==> config.mk <==
export PLATFORM = sky130hd
export DESIGN_NAME = rf_port_arbiter
export DESIGN_NICKNAME = d
export VERILOG_FILES = /design/src/rtl/rf_port_arbiter.sv
export SDC_FILE = /design/constraint.sdc
export NUM_CORES = 1
export LEC_CHECK = 0
export CAP_MARGIN = 10
export CORE_AREA = 4 4 149 151
export CTS_CLUSTER_DIAMETER = 30
export DETAILED_ROUTE_END_ITERATION = 10
export DIE_AREA = 0 0 153 155
export PLACE_DENSITY = 0.58
export SYNTH_ARGS = -nofsm -noshare
export SYNTH_HDL_FRONTEND = slang
export SYNTH_SLANG_ARGS = --single-unit
==> constraint.sdc <==
create_clock -name CGRA_Clock -period 5.35 [get_ports CGRA_Clock]
set_clock_uncertainty 0.1 [all_clocks]
set_input_delay 0.8025 -clock CGRA_Clock [delete_from_list [all_inputs] [get_ports CGRA_Clock]]
set_output_delay 0.8025 -clock CGRA_Clock [all_outputs]
set_load 0.01 [all_outputs]
==> src/rtl/rf_port_arbiter.sv <==
// rf_port_arbiter
//   Shares one register file (1 write port, 2 registered read ports) among
//   NUM_REQ requesters using round-robin arbitration. It grants one write and
//   up to two reads per cycle. The write is driven straight onto the register
//   file pins. Read data returns to the granted requester one cycle later,
//   qualified by rd_valid.
//
//   Optional build macro: RF_BYPASS_EN
//     When defined, a read granted in the same cycle as a write to the same
//     address returns the newly written data instead of the pre-write value.
//
// Ports
//   CGRA_Clock, CGRA_Reset_n      clock, asynchronous active-low reset
//   wr_req / wr_addr / wr_data    per-requester write request, packed addr/data
//   wr_gnt                        one-hot write grant (combinational)
//   rd_req / rd_addr              per-requester read request, packed addr
//   rd_gnt                        read grant, at most two bits (combinational)
//   rd_valid / rd_rdata           read return, one cycle after grant
//   WE0, address_in0, in0         register-file write port
//   address_out0, address_out1    register-file read addresses
//   out0, out1                    register-file read data (registered in RF)

module rf_port_arbiter #(
    parameter int NUM_REQ  = 4,
    parameter int log2regs = 1,
    parameter int size     = 32
) (
    input  logic                         CGRA_Clock,
    input  logic                         CGRA_Reset_n,
    input  logic [NUM_REQ-1:0]           wr_req,
    input  logic [NUM_REQ*log2regs-1:0]  wr_addr,
    input  logic [NUM_REQ*size-1:0]      wr_data,
    output logic [NUM_REQ-1:0]           wr_gnt,
    input  logic [NUM_REQ-1:0]           rd_req,
    input  logic [NUM_REQ*log2regs-1:0]  rd_addr,
    output logic [NUM_REQ-1:0]           rd_gnt,
    output logic [NUM_REQ-1:0]           rd_valid,
    output logic [NUM_REQ*size-1:0]      rd_rdata,
    output logic                         WE0,
    output logic [log2regs-1:0]          address_in0,
    output logic [size-1:0]              in0,
    output logic [log2regs-1:0]          address_out0,
    output logic [log2regs-1:0]          address_out1,
    input  logic [size-1:0]              out0,
    input  logic [size-1:0]              out1
);

    localparam int IW = (NUM_REQ > 1) ? $clog2(NUM_REQ) : 1;
    localparam logic [IW-1:0] LAST = IW'(NUM_REQ - 1);

    // Unpacked views of the packed per-requester buses.
    logic [log2regs-1:0] wa [NUM_REQ];
    logic [log2regs-1:0] ra [NUM_REQ];
    logic [size-1:0]     wd [NUM_REQ];

    for (genvar g = 0; g < NUM_REQ; g++) begin : g_unpack
        assign wa[g] = wr_addr[g*log2regs +: log2regs];
        assign ra[g] = rd_addr[g*log2regs +: log2regs];
        assign wd[g] = wr_data[g*size +: size];
    end

    function automatic logic [IW-1:0] inc_idx(input logic [IW-1:0] x);
        return (x == LAST) ? '0 : x + 1'b1;
    endfunction

    // Round-robin search starting at 'start'. The optional exclusion keeps the
    // second read winner distinct from the first. Returns {found, index}.
    function automatic logic [IW:0] rr_pick(input logic [NUM_REQ-1:0] req,
                                            input logic [IW-1:0]      start,
                                            input logic               use_excl,
                                            input logic [IW-1:0]      excl);
        logic [IW:0]   r;
        logic [IW-1:0] cur;
        r   = '0;
        cur = start;
        for (int k = 0; k < NUM_REQ; k++) begin
            if (!r[IW] && req[cur] && !(use_excl && cur == excl)) begin
                r = {1'b1, cur};
            end
            cur = inc_idx(cur);
        end
        return r;
    endfunction

    logic [IW-1:0] wptr, rptr;
    logic [IW-1:0] tag0, tag1;
    logic          tv0, tv1;

    logic [IW:0]   wr_pick, a_pick, b_pick;
    logic          wr_found, a_found, b_found;
    logic [IW-1:0] wr_win, a_win, b_win;

    assign wr_pick = rr_pick(wr_req, wptr, 1'b0, '0);
    assign a_pick  = rr_pick(rd_req, rptr, 1'b0, '0);
    assign b_pick  = rr_pick(rd_req, inc_idx(a_win), 1'b1, a_win);

    // Reset gates every grant so nothing transfers while reset is held.
    assign wr_found = wr_pick[IW] & CGRA_Reset_n;
    assign wr_win   = wr_pick[IW-1:0];
    assign a_found  = a_pick[IW] & CGRA_Reset_n;
    assign a_win    = a_pick[IW-1:0];
    assign b_found  = b_pick[IW] & a_found;
    assign b_win    = b_pick[IW-1:0];

    always_comb begin
        wr_gnt = '0;
        rd_gnt = '0;
        for (int i = 0; i < NUM_REQ; i++) begin
            if (wr_found && wr_win == IW'(i)) wr_gnt[i] = 1'b1;
            if ((a_found && a_win == IW'(i)) || (b_found && b_win == IW'(i))) rd_gnt[i] = 1'b1;
        end
    end

    assign WE0          = wr_found;
    assign address_in0  = wr_found ? wa[wr_win] : '0;
    assign in0          = wr_found ? wd[wr_win] : '0;
    assign address_out0 = a_found  ? ra[a_win]  : '0;
    assign address_out1 = b_found  ? ra[b_win]  : '0;

    // Grant edge: advance pointers and record where the read data must return.
    always_ff @(posedge CGRA_Clock or negedge CGRA_Reset_n) begin
        if (!CGRA_Reset_n) begin
            wptr <= '0;
            rptr <= '0;
            tag0 <= '0;
            tag1 <= '0;
            tv0  <= 1'b0;
            tv1  <= 1'b0;
        end else begin
            if (wr_found) wptr <= inc_idx(wr_win);
            if (b_found)      rptr <= inc_idx(b_win);
            else if (a_found) rptr <= inc_idx(a_win);
            tag0 <= a_win;
            tag1 <= b_win;
            tv0  <= a_found;
            tv1  <= b_found;
        end
    end

    logic [size-1:0] ret0, ret1;

`ifdef RF_BYPASS_EN
    logic            hit0, hit1;
    logic [size-1:0] wdata_p1;

    always_ff @(posedge CGRA_Clock or negedge CGRA_Reset_n) begin
        if (!CGRA_Reset_n) begin
            hit0 <= 1'b0;
            hit1 <= 1'b0;
        end else begin
            hit0 <= wr_found && a_found && (ra[a_win] == wa[wr_win]);
            hit1 <= wr_found && b_found && (ra[b_win] == wa[wr_win]);
        end
    end

    always_ff @(posedge CGRA_Clock) begin
        wdata_p1 <= in0;
    end

    assign ret0 = hit0 ? wdata_p1 : out0;
    assign ret1 = hit1 ? wdata_p1 : out1;
`else
    assign ret0 = out0;
    assign ret1 = out1;
`endif

    // Return stage: steer port data to the tagged requesters; others read 0.
    always_comb begin
        rd_valid = '0;
        rd_rdata = '0;
        for (int i = 0; i < NUM_REQ; i++) begin
            if (tv0 && tag0 == IW'(i)) begin
                rd_valid[i]              = 1'b1;
                rd_rdata[i*size +: size] = ret0;
            end
            if (tv1 && tag1 == IW'(i)) begin
                rd_valid[i]              = 1'b1;
                rd_rdata[i*size +: size] = ret1;
            end
        end
    end

endmodule
---- After elaboration in Yosys (flattened, before gate mapping) ----
Index checks and enable logic that the tools add are counted.
word-level totals
  flip-flop bits (word level) ............. 10
  output and inout port bits .............. 176
  word-level logic and storage cells ...... 213
cells by class
  add/subtract/negate cells ............... 12
  magnitude comparators ................... 15
  equal/unequal tests ..................... 28
  multiplexer cells ....................... 90
  bitwise operators ....................... 6
  reduce and logical (&&, ||, !) cells .... 56
operators with widths
  cell                   count
  $mux W32               11
  $bmux W32 S2           1
  $eq A2 B2 Y1 const B   19
  $mux W1                37
  $lt A2 B3 Y1 const B   12
  $mux W3                12
  $logic_and A1 B1 Y1    33
  $bmux W1 S2            15
  $mux W2                14
  $add A2 B1 Y2 const B  12
  $logic_not A1 Y1       13
  $eq A2 B1 Y1 const B   5
  $logic_not A2 Y1       5
  $ge A3 B3 Y1 const B   3
  $not A2 Y3             3
  $eq A2 B2 Y1           4
  $logic_or A1 B1 Y1     4
  $and A1 B1 Y1          3
  $reduce_bool A2 Y1     1

---- Longest topological paths before layout ----
  word-level depth ........................ 35
  gate-level depth with buffers ........... 20

---- Worst setup path before layout ----
OpenSTA, ideal clock, no wires.
  path type ............................... input to output
  start point ............................. input port rd_req[1]
  end point ............................... output port rd_gnt[2]
  data arrival time ....................... 4,565 ps
  path slack .............................. -118 ps
  stages .................................. 18
  buffers on the path ..................... 1
  path through ............................ buf_2 > mux2_4 > or4_4 > a31o_4 > o21a_1 > nor2_2 > ha_1 > inv_1 > o211a_4 > nor2_4 > a311oi_4 > o211a_1 > o41a_1 > a41oi_2 > inv_1 > ha_1 > a21oi_1 > nor2_1
between the ends
  cells in the longest elaborated chain, start to end .. 34
  elaborated cells on any way between the ends .. 68
  those cells by class .................... add/sub (4); eq/ne (10); mux (29); bitwise (2); reduce/logical (23)
ends and longest elaborated chain
  item                                                    RTL line  RTL
  from (decl)                                             34        input logic [NUM_REQ-1:0] rd_req,
  $bmux W1 S2                                             77        if (!r[IW] && req[cur] && !(use_excl && cur == excl)) begin
  $mux W1 (implied by the code)                           77
  $mux W3                                                 77
  $logic_not A1 Y1                                        77
  $logic_and A1 B1 Y1                                     77
  $mux W3                                                 77
  $logic_not A1 Y1                                        77
  $logic_and A1 B1 Y1                                     77
  [... 4 more ...]                                        --
  named net a_pick[0]                                     89        logic [IW:0] wr_pick, a_pick, b_pick;
  branches (longest 17 deep; another with $add A2 B1 Y2)  --
  $mux W3 (*)                                             77
  named net b_pick[1]                                     89
  $eq A2 B2 Y1 (*)                                        110       if ((a_found && a_win == IW'(i)) || (b_found && b_win == IW'(i))) rd_gnt[i] = 1'b1;
  $logic_and A1 B1 Y1 (*)                                 110
  $logic_or A1 B1 Y1 (*)                                  110
  $mux W1 (*)                                             110
  to (decl)                                               36        output logic [NUM_REQ-1:0] rd_gnt,
Mark *: on every way through the listed nets, which the timed path passes. The select of a mux whose other input is x is not followed.

---- Worst setup path after layout ----
  start point ............................. input port rd_req[1]
  end point ............................... output port rd_gnt[1]
between the ends
  cells in the longest elaborated chain, start to end .. 34
  elaborated cells on any way between the ends .. 68
  those cells by class .................... add/sub (4); eq/ne (10); mux (29); bitwise (2); reduce/logical (23)
ends and longest elaborated chain
  item                                                    RTL line
  $bmux W1 S2                                             77
  $mux W1 (implied by the code)                           77
  $mux W3                                                 77
  $logic_not A1 Y1                                        77
  $logic_and A1 B1 Y1                                     77
  $mux W3                                                 77
  $logic_not A1 Y1                                        77
  $logic_and A1 B1 Y1                                     77
  [... 4 more ...]                                        --
  named net a_pick[0]                                     89
  branches (longest 17 deep; another with $add A2 B1 Y2)  --
  $mux W3 (*)                                             77
  named net b_pick[0]                                     89
  $eq A2 B1 Y1 (*)                                        110
  $logic_and A1 B1 Y1 (*)                                 110
  $logic_or A1 B1 Y1 (*)                                  110
  $mux W1 (*)                                             110
Marks and branches as above.

==> impl_metrics.py <==
metrics = {
    "route": {
        "top_layer_used": "met4",
        "drc": 0,
        "wl_met3_mm": 2.045,
        "routedWlPerCell_um": 20.18,
        "vias": 6638,
        "viasPerCell": 5.138,
        "met1Wirelength_mm": 10.64,
        "wl_met2_mm": 12.80,
        "drt-total-wl_mm": 26.07,
        "firstDrtPassIters": 5,
        "ant_nets": 0,
        "drt_iter0_markers": 404,
    },
    "global_routing": {
        "antenna_found_initial": 0,
        "globalRouteTotalUtil": 0.1984,
        "grt_overflow": 0,
        "grt_pass1_wl_mm": 37.78,
        "grt_max_degree": 46,
        "grt_pass1_vias": 6231,
    },
    "pwr": {
        "p_sw_mw": 3.343,
        "max-vdd-ir-drop_uv": 366.2,
        "p_seq_frac": 0.024,
        "pwr-share-comb": 0.954,
        "leakagePower_nw": 3.542,
        "internal-power_mw": 3.607,
        "power_frac_clock": 0.022,
        "totalPowerFinal_mw": 6.950,
        "powerDensity_mw_per_mm2": 756.4,
        "power_switching_share": 0.4810,
    },
    "cts": {
        "cts_buffers": 3,
        "cts-htree-levels": 1,
        "postCtsHoldBufs": 0,
        "worstSkewPairLatency_ns": 0.23,
        "ctsLongestPathBuffers": 2,
        "clkTransAtPathRegs_ns": 0.04,
        "clkSinkCount": 10,
        "cts_tree": "built",
        "root_buffer": "clkbuf_16",
    },
    "synth": {
        "yosysMostFrequentCell": "a22o_1",
        "netlist_instances": 591,
        "netlist_area_mm2": 0.004172,
        "yosysSeqAreaShare": 0.05999,
        "synth-main-ff-cell": "dfrtp_1",
        "yosys-top-cells-count": "a22o_1 (129), nand2_1 (84), clkbuf_1 (56), a211oi_1 (39)",
        "async_flop_share": 1.000,
        "synth.top_cell.area_share": 0.2708,
        "syn-num-nets": 815,
        "syn_avg_cell_area_um2": 7.058,
        "synth.area.top_cells": "a22o_1 (27%), nand2_1 (7.6%), a311oi_1 (7.3%), a211oi_1 (7.0%), dfrtp_1 (6.0%)",
        "ys_warn_count": 0,
        "synth-seq-cells": 10,
        "ys_types": 63,
        "synth_top_area_cell": "a22o_1",
        "synth_edf_count": 0,
    },
    "critical_path": {
        "critPathLaunchType": "input port",
        "worstPathMaxFanout": 9,
        "crit_path_end_kind": "output pin",
        "crit_required_ns": 4.45,
        "cp.arrival_ns": 4.40,
        "crit_type": "input port to output pin",
    },
    "finish": {
        "final_layout_size_suffix_gt1_frac": 0.1632,
        "layout.nets": 1242,
        "area_growth_pct": 120.3,
        "fillers": 2165,
        "utilization": 0.4413,
        "finalInstanceArea_mm2": 0.009189,
        "num_antenna_cells": 0,
    },
    "timing": {
        "fmax_ghz": 0.1884,
        "grt_setup_unrepaired": "true",
        "hold_viol": 0,
        "post-route-min-period_ns": 5.307,
        "fin_tns_setup_ns": 0,
        "finalCritPeriodShare": 0.9919,
        "report.final.slew_viol_count": 0,
        "worst_pin_slew_ns": 0.9005,
        "setup_viol": 0,
        "slew_headroom": 0.3990,
    },
    "placement": {
        "gp_congestion": 0.8735,
        "portBuffers": 385,
        "dp_hpwl_mm": 21.18,
        "place_area_mm2": 0.008856,
    },
    "floorplan": {
        "core_area_mm2": 0.02082,
        "start_util": 0.2003,
        "row_count": 53,
        "die_area_mm2": 0.02372,
        "die_w_um": 153,
        "die_y_um": 155,
        "num_io_pins": 386,
    },
    "run_status": {
        "status": "completed",
    },
    "job": {
        "maxCapViolations": 0,
    },
    "worst_hold_path": {
        "hold_class": "flip-flop to flip-flop",
    },
}
## metal layers
layer  vias up  GRT usage
li1       3201          -
met1      3110     0.2445
met2       297     0.3522
met3        30    0.04645
met4         0    0.04497
met5         -          0
## kinds of logic (layout without fill, tap and decap cells)
kind of cell,after synthesis,after routing,synth area share
DFF,10,10,0.05999
buffers and inverters,86,512,0.08008
AOI/OAI and AO/OA,286,286,0.5576
xor gates and xnor gates,1,1,0.002100
adders and majority gates,14,14,0.04199
muxes,11,11,0.03719
and+or+nand+nor,183,183,0.2211
## critical path: stages
cell and delay [ns]:
buf_2 0.11, mux2_4 0.26, or4_4 0.51, a31o_4 0.24, o21a_1 0.20, nor2_4 0.13, ha_4 0.17, buf_6 0.14
a221oi_1 0.06, buf_4 0.16, a311oi_4 0.27, buf_4 0.15, buf_4 0.13, o21ai_1 0.07, a21oi_1 0.19, or2_4 0.20
inv_1 0.09, ha_4 0.17, a21oi_2 0.12, nor2_1 0.06, buf_2 0.17
## path summary, 6_finish.rpt
kind / start / end / slack, ns / cells past startpoint
setup / recovery: rd_req[1] / rd_gnt[1] / 0.04 / 21
hold / removal: rptr[1]$_DFFE_PN0P_ / rptr[1]$_DFFE_PN0P_ / 0.59 / 3
setup reg to reg: rptr[0]$_DFFE_PN0P_ / rptr[1]$_DFFE_PN0P_ / 1.03 / 17
hold reg to reg: rptr[1]$_DFFE_PN0P_ / rptr[1]$_DFFE_PN0P_ / 0.59 / 3
max in group asynchronous: CGRA_Reset_n / tag1[0]$_DFF_PN0_ / 4.15 / 2
min in group asynchronous: CGRA_Reset_n / tag1[1]$_DFF_PN0_ / 0.83 / 2
## power by group through the flow
stage          registers (mW)  clock network [mW]  logic [mW]
2_1_floorplan           0.151                   0        3.05
3_3_place_gp            0.169                   0        5.96
3_5_place_dp            0.170                   0        5.94
4_1_cts                 0.168               0.153        6.30
5_1_grt                 0.178               0.156        7.15
6_report                0.168               0.150        6.63
## sequential cells by signal, indices dropped and copies added (netlist names)
signal	cells
tag1	2
tv1	1
rptr	2
tag0	2
tv0	1
wptr	2
## area by class of cell
cell class	instances	area [µm²]	area share
repair buffers	483	4626	0.5034
well taps	275	344.1	0.03745
multi-input cells	495	3784	0.4118
inverters	25	96.34	0.01048
flip-flops and latches	10	250.2	0.02723
clock buffers	4	88.84	0.009668
## metrics by stage
stage	setup WS (ns)	cells	hold WS (ns)
after global placement	-0.7767	1274	0.5641
after global routing	-0.1414	1292	0.6420
after floorplan	0.02594	591	0.4069
final	0.04309	1292	0.5853
after detailed placement	-0.8454	1274	0.5714
after CTS	-0.01975	1288	0.5758
## timing repair
item,4_1_cts,5_1_grt
endpoints found under the setup margin,5,34
setup buffers,10,4
pin swaps,17,21
gates resized for setup,48,24
## placed cells by master, fill, tap and decap left out, types with 4 or more instances in the layout
cell               n
o211ai_1           6
buf_6              9
clkdlybuf4s50_1  376
nor3_1             5
inv_1             20
inv_2              4
and3_1             5
a21oi_1           13
nor2_4             4
nand2_1           84
a22o_1           129
dfrtp_1           10
a21oi_2            6
a311oi_1          34
nand3_1            6
nor2_1            11
ha_4               5
o21ai_0           13
buf_4             87
and2_1            35
a211oi_1          39
nor2_2             6
a31oi_1            5
o21ai_1            6
buf_2              6
o221ai_1           4
ha_1               7
(Power assumes the default switching activity.)
